[config.mk]
export PLATFORM = sky130hd
export DESIGN_NAME = lif_neuron_scheduler
export DESIGN_NICKNAME = d
export VERILOG_FILES = /design/src/rtl/lif_neuron_scheduler.sv
export SDC_FILE = /design/constraint.sdc
export NUM_CORES = 1
export LEC_CHECK = 0
export ABC_AREA = 1
export CAP_MARGIN = 10
export CORE_AREA = 10 10 81 83
export DETAILED_ROUTE_END_ITERATION = 8
export DIE_AREA = 0 0 91 93
export PLACE_DENSITY = 0.71
export REMOVE_ABC_BUFFERS = 1
export SYNTH_ARGS = -nofsm -noshare
export SYNTH_HDL_FRONTEND = slang
export SYNTH_SLANG_ARGS = --single-unit
[constraint.sdc]
create_clock -name clk -period 1.4 [get_ports clk]
set_input_delay 0.14 -clock clk [delete_from_list [all_inputs] [get_ports clk]]
set_output_delay 0.14 -clock clk [all_outputs]
set_load 0.01 [all_outputs]
[src/rtl/lif_neuron_scheduler.sv]
// Time-multiplexes one external combinational LIF neuron datapath over N_NEURONS virtual neurons.
// Optional feature macro: LIF_REFRACTORY_EN adds a per-neuron refractory counter that gates dp_x.
module lif_neuron_scheduler #(
  parameter int N_NEURONS    = 4,
  parameter int X_W          = 2,
  parameter int W_W          = 2,
  parameter int U_W          = 3,
  parameter int REFRAC_STEPS = 2,
  localparam int A_W         = $clog2(N_NEURONS + 2),
  localparam int I_W         = $clog2(N_NEURONS)
) (
  input  logic                     clk,
  input  logic                     rst_n,
  input  logic                     cfg_we,
  input  logic [A_W-1:0]           cfg_addr,
  input  logic [U_W-1:0]           cfg_data,
  output logic                     cfg_ready,
  input  logic                     step_valid,
  input  logic [N_NEURONS*X_W-1:0] step_x,
  output logic                     step_ready,
  output logic                     spike_valid,
  output logic [N_NEURONS-1:0]     spike_vec,
  output logic [W_W-1:0]           dp_w,
  output logic [X_W-1:0]           dp_x,
  output logic [U_W-1:0]           dp_shift,
  output logic [U_W-1:0]           dp_prev_u,
  output logic [U_W-1:0]           dp_minus_teta,
  output logic                     dp_was_spike,
  input  logic [U_W-1:0]           dp_u,
  input  logic                     dp_spike
);

  typedef enum logic [1:0] {IDLE, RUN, DONE} state_t;

  state_t                     state_q, state_d;
  logic [I_W-1:0]             idx_q;
  logic [N_NEURONS*W_W-1:0]   w_q;
  logic [N_NEURONS*U_W-1:0]   u_q;
  logic [N_NEURONS-1:0]       was_spike_q;
  logic [N_NEURONS*X_W-1:0]   x_lat_q;
  logic [U_W-1:0]             shift_q;
  logic [U_W-1:0]             minus_teta_q;
  logic [N_NEURONS-1:0]       spike_vec_q;
  logic                       accept;
  logic                       last;
  logic [X_W-1:0]             x_cur;

  assign accept        = (state_q == IDLE) && step_valid;
  assign last          = (idx_q == I_W'(N_NEURONS - 1));
  assign x_cur         = x_lat_q[idx_q*X_W +: X_W];

  assign cfg_ready     = (state_q == IDLE);
  assign step_ready    = (state_q == IDLE);
  assign spike_valid   = (state_q == DONE);
  assign spike_vec     = spike_vec_q;

  // Operands always reflect the neuron selected by idx (neuron 0 while idle).
  assign dp_w          = w_q[idx_q*W_W +: W_W];
  assign dp_shift      = shift_q;
  assign dp_prev_u     = u_q[idx_q*U_W +: U_W];
  assign dp_minus_teta = minus_teta_q;
  assign dp_was_spike  = was_spike_q[idx_q];

  always_comb begin
    state_d = state_q;
    case (state_q)
      IDLE:    if (step_valid) state_d = RUN;
      RUN:     if (last)       state_d = DONE;
      DONE:                    state_d = IDLE;
      default:                 state_d = IDLE;
    endcase
  end

  always_ff @(posedge clk or negedge rst_n) begin
    if (!rst_n) begin
      state_q      <= IDLE;
      idx_q        <= '0;
      w_q          <= {N_NEURONS{W_W'(1)}};
      u_q          <= '0;
      was_spike_q  <= '0;
      x_lat_q      <= '0;
      shift_q      <= U_W'(1);
      minus_teta_q <= U_W'(5);
      spike_vec_q  <= '0;
    end else begin
      state_q <= state_d;
      // Config writes land on the same edge as a step accept, so that step sees them.
      if ((state_q == IDLE) && cfg_we) begin
        if (cfg_addr < A_W'(N_NEURONS))
          w_q[cfg_addr*W_W +: W_W] <= cfg_data[W_W-1:0];
        else if (cfg_addr == A_W'(N_NEURONS))
          shift_q <= cfg_data;
        else if (cfg_addr == A_W'(N_NEURONS + 1))
          minus_teta_q <= cfg_data;
      end
      if (accept)
        x_lat_q <= step_x;
      if (state_q == RUN) begin
        u_q[idx_q*U_W +: U_W] <= dp_u;
        was_spike_q[idx_q]    <= dp_spike;
        spike_vec_q[idx_q]    <= dp_spike;
        idx_q                 <= last ? '0 : idx_q + 1'b1;
      end
    end
  end

`ifdef LIF_REFRACTORY_EN
  localparam int R_W = $clog2(REFRAC_STEPS + 1);

  logic [N_NEURONS*R_W-1:0] ref_q;
  logic [R_W-1:0]           ref_cur;

  assign ref_cur = ref_q[idx_q*R_W +: R_W];
  assign dp_x    = (ref_cur != '0) ? '0 : x_cur;

  // A fresh spike reloads the counter even if it was still counting down.
  always_ff @(posedge clk or negedge rst_n) begin
    if (!rst_n) begin
      ref_q <= '0;
    end else if (state_q == RUN) begin
      if (dp_spike)
        ref_q[idx_q*R_W +: R_W] <= R_W'(REFRAC_STEPS);
      else if (ref_cur != '0)
        ref_q[idx_q*R_W +: R_W] <= ref_cur - 1'b1;
    end
  end
`else
  assign dp_x = x_cur;
`endif

endmodule

Yosys cells after proc, flatten, opt, wreduce, memory -nomap -nowiden
Cells that the tools add are included.
Cells by class
  add/subtract/negate cells: 3
  equality and inequality tests: 7
  multiply operators: 1
  magnitude comparators: 3
  shifts and indexed selects: 7
  mux-type cells: 12
  reductions and logical operators: 8
  bitwise gates (word level): 2
Operators by type and width (number)
  $neg 4->34: 2
  $shift 2x34->8 const A: 1
  $shift 3x34->12 const A: 1
  $shiftx 2x34->8: 1
  $shiftx 3x34->12: 1
  $shiftx 8x4->2: 2
  $bwmux 12: 1
  $shiftx 12x5->3: 1
  $bwmux 4: 2
  $bwmux 8: 1
  $eq 3x3->1 const B: 2
  $mux 2: 3
  $eq 2x2->1 const B: 2
  $mul 2x2->4 const B: 1
  $pmux 2 s2: 1
  $reduce_and 2->1: 2
  $reduce_and 4->1: 1
  $logic_and 1x1->1: 3
  $lt 2x3->1 const B: 1
  $lt 3x3->1 const B: 1
  $reduce_and 3->1: 1
  $add 2x1->2 const B: 1
  $bmux 1 s2: 1
  $demux 1 s2: 1
  other kinds (7): 9
Word-level totals
  output and inout port bits: 21
  register bits after elaboration: 46
  word-level logic and storage cells: 52

Logic depth before layout (Yosys ltp)
Gate-level depths: netlist (run 1).
  depth in word-level cells: 5
  mapped depth: 9
  mapped depth without buffers: 9

Least setup slack after synthesis (run 1)
OpenSTA, ideal clock, no wires.
  path type: flip-flop to flip-flop
  from: register idx_q[0]
  to: register u_q[6]
  clock period less this slack: 1.449 ns
  setup time: 0.076 ns
  buffers on the path: 1
  stages on the path, launching flop included: 8
  arrival: 1.372 ns
  slack: -0.049 ns
  path through: dfrtp_1 > inv_1 > buf_2 > ha_1 > inv_1 > nor2_1 > nand3_1 > o21ai_1
On the way
  cells in the longest elaborated chain, start to end: 4
  elaborated cells between the ends (all ways): 5
  those cells by class: 1 x add/sub; 1 x mul; 2 x shift; 1 x mux
Ends and longest elaborated chain
  start, declared: line 36  | logic [I_W-1:0] idx_q;
  start signal, assigned: line 102  | idx_q <= last ? '0 : idx_q + 1'b1;
  $mul 2x2->4 *: line 99  | u_q[idx_q*U_W +: U_W] <= dp_u;
  $neg 4->34 *: line 99
  $shiftx 3x34->12 or $shift 3x34->12 (tied branches): line 99
  $bwmux 12 *: line 99
  end signal, assigned by index: line 99
  end, declared: line 38  | logic [N_NEURONS*U_W-1:0] u_q;
Every way passes the cells marked *; elsewhere a longest branch is shown, timed or not.
A chain may end at the register's enable or synchronous reset.

Worst setup path after layout (run 1)
  from: register idx_q[1]
  to: register u_q[4]
The elaborated chain is that of the path after synthesis.

==> results of run 1 <==
[through the flow]
stage / hold WS (ns) / power (mW) / std cells / worst slack, ns / utilization, %
after floorplan: -0.156 / 3.75 / 278 / -0.517 / -
after global placement: 0.0777 / 5.43 / 420 / -0.345 / 59.9
after detailed placement: 0.0766 / 5.48 / 420 / -0.409 / 59.9
after CTS: 0.297 / 6.62 / 434 / -0.131 / 64.0
after global routing: 0.311 / 7.35 / 436 / -0.204 / 65.9
final: 0.293 / 6.80 / 436 / -0.140 / 65.9
[cells in the mapped netlist]
cell,n
nand2_1,72
dfrtp_1,35
nand3_1,32
nor2_1,29
o21ai_0,27
inv_1,23
ha_1,11
o21ai_1,11
dfstp_2,7
o22ai_1,6
a21oi_1,5
inv_2,5
nand2_4,5
buf_4,3
buf_2,2
nor2_4,2
o21ai_2,2
buf_1,1
buf_6,1
clkbuf_2,1
clkinv_4,1
nand2_2,1
nand3_2,1
nor2_2,1
nor2_8,1
nor3_1,1
[worst register-to-register path: stages (launching register included)]
cell        delay [ns]
dfrtp_2           0.42
buf_12            0.12
clkinvlp_4        0.12
buf_4             0.16
buf_6             0.10
ha_1              0.22
inv_2             0.09
nor2_4            0.05
o22ai_1           0.18
[layer usage]
metal | wire length [microns] | part of all wire [%]
met1 | 2550 | 44
met2 | 2920 | 50
met3 | 313 | 5.4
met4 | 58 | 0.99
met5 | 0 | 0
[where the power goes]
group / internal [mW] / total [mW] / switching (mW)
registers: 1.73 / 2.04 / 0.315
clock network: 0.398 / 0.799 / 0.401
logic: 1.83 / 3.95 / 2.12
[placed cells by master, fill, tap and decap left out, drive strengths merged, types with 7 or more instances in the layout]
master | synthesis | routed
dfrtp | 35 | 35
dfstp | 7 | 7
nand2 | 78 | 78
nand3 | 33 | 33
buf | 7 | 46
clkbuf | 1 | 7
o21ai | 40 | 40
inv | 28 | 27
clkdlybuf4s50 | 0 | 22
nor2 | 33 | 33
ha | 11 | 11
[registers in the layout (all words and copies together), names as in the netlist]
| name | flops |
|---|---|
| w_q | 8 |
| idx_q | 2 |
| state_q | 2 |
| dp_minus_teta | 3 |
| u_q | 12 |
| dp_shift | 3 |
| spike_vec | 4 |
| x_lat_q | 8 |
[logic make-up (layout without fill, tap and decap cells)]
family | count (synthesis) | count (layout)
AO/OA/AOI/OAI | 51 | 51
adder cells (fa/ha/maj) | 11 | 11
buffers and inverters | 37 | 117
flip-flops | 42 | 42
AND/OR/NAND/NOR | 145 | 145
[final timing paths]
kind	end
min in group clk	w_q[6]$_DFFE_PN1P_
min reg2reg	w_q[6]$_DFFE_PN1P_
min	u_q[1]$_DFFE_PN0P_
max	u_q[4]$_DFFE_PN0P_
max reg2reg	u_q[4]$_DFFE_PN0P_
max in group asynchronous	dp_shift[0]$_DFFE_PN1P_
[area by class of cell]
cell class / instances / area [sq um]
fill: 457 / 1710
multi-input combinational: 207 / 1200
sequential: 42 / 1060
timing repair buffer: 80 / 738
inverter: 29 / 123
tap: 70 / 87.6
clock buffer: 7 / 86.3
clock inverter: 1 / 5.00
[repair_timing]
item | 4_1_cts | 5_1_grt
hold buffers | 1 | 0
endpoints found under the setup margin | 36 | 36
resized for setup | 87 | 26
gates cloned | 2 | 0
pin swaps | 16 | 13
hold endpoints to repair | 14 | 0
buffers inserted | 4 | 2
==> results.md, run 1 <==
- Worst Tran Pin Value: 0.376 ns
- Max cap viols: 0
- RSZ-0062 raised after global routing: yes
- CTS tree: yes
- Area of placed instances: 3000 sq um
- CP Launch Type: register
- Initial Util: around 46%
- Most used routing layer: met2
- Largest net degree at the start of global routing: 29
- Avg Inst Size Synth: 8.04 sq um
- Area growth from synthesis to layout: 43.6%
- Yosys cell types: 26
- Gr usage total: 13.6%
- Max FO, Critical Path: 5
- Synth Area in Adders: 5.98%
- Crit path DAT: 1.74 ns
- Synth Warn #: 0
- Sink Count: 42
- Leakage: 1.66 nW
- Die ar.: around 8500 sq um
- DR WL/cell: 13.4 microns
- Clock skew: approximately 0.0058 ns
- Die X: 91 microns
- Clock tree buffer depth: 2
- R2R depth: 8
- Final Critical Period: 1.54 ns
- CP startpoint: idx_q[1]$_DFFE_PN0N_
- GRT overflow: 0
- Htree depth: 2
- Flops & latches, synth: 42
- N_diodes: 0
- DRT Pass-1 Iters: 4
- GR Layer Usage met2: 23.0%
- CTS Buf Count: 5
- Worst r2r src: idx_q[1]$_DFFE_PN0N_
- Vias in the first global route: between 2000 and 2500
- Detailed-route via count: 2145
- Slew margin rel.: 74.9%
- Final count of pins violating max slew: 0
- Worst vdd ir: 1.31 mV
- Area of the core: 5010 sq um
- Critical-path top delay cell: dfrtp_2
- Status: complete, but fails checks
- Failing checks: negative setup slack
- Layout Nets: 398
- Finish-stage setup viols: 23
- Met3 Resource Use GR: 5.28%
- Flop2flop setup slack: -0.14 ns
- Leading post-synthesis cells by cell area: dfrtp_1, nand2_1, dfstp_2
- Final GP Congestion: 0.838
- Worst-path cell chain: buf_12 -> clkinvlp_4 -> buf_4 -> buf_6 -> ha_1 -> inv_2 -> nor2_4 -> o22ai_1
- Die H: about 93 microns
- Cell area after layout: 3300 sq um
- Largest family of logic cells by synthesized area: simple AND/OR/NAND/NOR gates
- Fin. Hold Viols: 0
- Largest stage delay, worst path: 0.42 ns
- Critical path capture point type: register
- Hold/Removal Path Class: primary input to asynchronous set/reset pin
- DRT antenna net count: 0
- Cell area after synthesis: 2300 sq um
- Post-Synth Simple-Gate Area: 28.9%
- Sequential area share after synthesis: between 40% and 50%
- Fin crit share: 110%
- Vias per cell: ~4.9
- Compound-Gate Fraction of Synth Area: a little under an eighth
- First-pass GRT wire length: just under 10000 microns
- Root Buffer: clkbuf_8
- Final setup margin: -0.140 ns
- Iteration-0 DRC Markers: 82
- Ports: 43
- Delay-heaviest family, CP: buffers and inverters
- Antenna violations before repair: 0
- Top cell type's share of synthesized area: 38.1%
- Met1 Usage GRT: 16.0%
- Drt total wl: roughly 5800 microns
- Synth Instances: 286
- Critical path required time: 1.60 ns
- Rows: 26
- Fin Setup TNS: -1.75 ns
- Insertion delay to the later sink of the worst-skew pair: slightly below 0.3 ns
- Pwr Density: 2060 nW/um^2
- Worst path buffer plus inverter count: 5
- Buffers on Ports: 42
- Cell taking the most area after synthesis: dfrtp_1
- Hpwl dp: 4190 microns
- Multiplexer area fraction after synthesis: 0%
- Drt drc: 0
- Layout cells sized above 1: 30.6%
- Synth Area in XOR/XNOR: 0%
- WS Path Type: register to register
- WP depth: 8
- Worst-path clk slew: 0.08 ns
- Fmax: 649 MHz
Note: power is estimated with default switching activity, not from simulation.
==> run 2: changes to the inputs <==
Settings changed: HOLD_SLACK_MARGIN set to 0.1.
==> results of run 2 <==
The final DEF is identical to that of run 1; final timing and power are the same.
==> run 3: changes to the inputs <==
Settings changed: CORE_AREA 10 10 81 83 to 10 10 75 77, DIE_AREA 0 0 91 93 to 0 0 85 87, DONT_BUFFER_PORTS set to 1, PLACE_DENSITY 0.71 to 0.69.
==> results.md, run 3 (same netlist as run 1, synthesis figures left out) <==
- Status: complete, but fails checks
- Failing checks: negative setup slack
- Drt drc: 0
- Final Critical Period: about 1.5 ns
- Sw Pwr: 2.62 mW
- Flop2flop setup slack: 0.01 ns
- Fin. Hold Viols: 0
- Share of power burned in registers: 36.0%
- Finish-stage setup viols: 8
- Min Hold Slack: 0.122 ns
- Layout cells sized above 1: between 10% and 20%
- Pre-CTS WS: just over 0.07 ns
- RR Endpoint: u_q[7]$_DFFE_PN0P_
- Final GP Congestion: 0.899
- Critical path required time: 1.26 ns
- Final core occ: 67.1%
- First-pass GRT wire length: 9490 microns
- RSZ-0062 raised after global routing: yes
- Biggest regs: u_q: 12 flops, w_q: 8 flops, x_lat_q: 8 flops
- Die X: 85 microns
- Hpwl dp: 3900 microns
- Commonest non-fill, non-tap cell in the layout: nand2_1
- Switching Share: 44.3%
- Area growth from synthesis to layout: 23.5%
- Hold Crit Start: cfg_data[1]
- Reg with most FFs: u_q
- Worst vdd ir: 0.755 mV
- Fmax: slightly below 700 MHz
- DR WL/cell: between 15 and 20 microns
- GRT overflow: 0
- Layout Nets: 355
- Max FO, Critical Path: 13
- Ports: 43
- Gr usage total: 15.5%
- Clock skew: ~0.0075 ns
- Die H: 87 microns
- CP Launch Type: register
- Detailed-route via count: 2017
- Clock tree buffer depth: 2
- Worst Tran Pin Value: 0.427 ns
- Initial Util: a little over half
- DRT Pass-1 Iters: 5
- WS Path Type: register to output port
- N_diodes: 0
- Comb power frac: 51.8%
- Int Power: 3.30 mW
- Largest stage delay, worst path: 0.47 ns
- Fin Setup TNS: -0.462 ns
- Clock Power Share: 12.2%
- Slew margin rel.: 71.4%
- Drt total wl: 5780 microns
- CTS tree: yes
- Max FFs per register: 12
- Pwr Density: 2090 nW/um^2
- Vias in the first global route: a little over 2000
- Cell area after layout: 2840 sq um
- Antenna violations before repair: 0
- Sink Count: 42
- Max cap viols: 0
- Area of the core: 4230 sq um
- Worst r2r src: idx_q[0]$_DFFE_PN0N_
- Placed cells: 342
- DRT antenna net count: 0
- Hold path cells: 4
- Iteration-0 DRC Markers: 128
- Most frequent cells in the layout: nand2_1, dfrtp_1, nand3_1
- Rows: 24
- Hold/Removal Path Class: primary input to register
- CTS Buf Count: 5
- Filler cells: 354
- Fin crit share: 106%
- Die ar.: 7400 sq um
- Crit path DAT: 1.35 ns
- Final count of pins violating max slew: 0
- Critical path capture point type: output port
- Area of placed instances: around 2400 sq um
- Worst hold endpoint: w_q[3]$_DFFE_PN0P_
- Vias per cell: 5.39
- R2R depth: 6
- Setup bufs post-CTS: 0
- Insertion delay to the later sink of the worst-skew pair: about 0.28 ns
- Leakage: 1.40 nW
- Root Buffer: clkbuf_8
- Buffers on Ports: 0
- Htree depth: 2
- Pwr Total: 5.92 mW
- Worst-path clk slew: 0.08 ns
- Post-Layout Cell Count: between 300 and 400
- Critical-path top delay cell: dfrtp_2
- Worst-path cell chain: clkbuf_16 -> o21ai_0 -> o22ai_2
- Largest net degree at the start of global routing: 43
- Final setup margin: -0.0861 ns
[run 3: metal layers]
metal  up-vias  global-route usage [%]  wire length [microns]  part of all wire (%)
met3        18                    4.87                    289                   5.0
met1       943                    16.8                   2400                    42
met5         -                       0                      0                     0
li1       1000                       -                      -                     -
met4         0                    6.14                    139                   2.4
met2        56                    27.5                   2950                    51
[run 3: cell type report]
type                       count  area, sq um  area share [%]
multi-input combinational    207         1130            39.8
clock buffer                   7         76.3            2.69
sequential                    42         1060            37.4
tap                           52         65.1            2.29
inverter                      29          114            4.01
timing repair buffer          37          394            13.9
[run 3: how the worst max path moves through the flow]
| stage | cells past startpoint | from | slack (ns) | endpoint |
|---|---|---|---|---|
| after global placement | 7 | idx_q[0]$_DFFE_PN0N_ | 0.11 | spike_vec[3]$_DFFE_PN0P_ |
| after CTS | 4 | idx_q[0]$_DFFE_PN0N_ | -0.08 | dp_was_spike |
| after global routing | 5 | idx_q[0]$_DFFE_PN0N_ | -0.13 | dp_prev_u[1] |
| after floorplan | 6 | idx_q[0]$_DFFE_PN0N_ | -0.52 | u_q[6]$_DFFE_PN0P_ |
| after detailed placement | 7 | idx_q[0]$_DFFE_PN0N_ | 0.07 | u_q[11]$_DFFE_PN0P_ |
| final | 3 | idx_q[0]$_DFFE_PN0N_ | -0.09 | dp_x[0] |
[run 3: power groups by stage]
stage | combinational (mW) | sequential [mW] | clock (mW)
3_5_place_dp | 2.48 | 2.11 | 0
4_1_cts | 2.73 | 2.09 | 0.745
3_3_place_gp | 2.43 | 2.10 | 0
5_1_grt | 3.38 | 2.19 | 0.805
6_report | 3.07 | 2.13 | 0.724
2_1_floorplan | 1.63 | 2.11 | 0
[run 3: critical path: cells and delay by family, from the launching register on]
family / cells / cell delay, ns
AO/OA/AOI/OAI: 2 / 0.39
flip-flops: 1 / 0.47
buffers and inverters: 1 / 0.19
[run 3: what timing repair did]
action | 4_1_cts | 5_1_grt
endpoints found under the hold margin | 79 | 0
endpoints found under the setup margin | 8 | 18
cloned | 1 | 2
hold buffers | 22 | 0
pin swaps | 0 | 4
gates resized for setup | 10 | 26
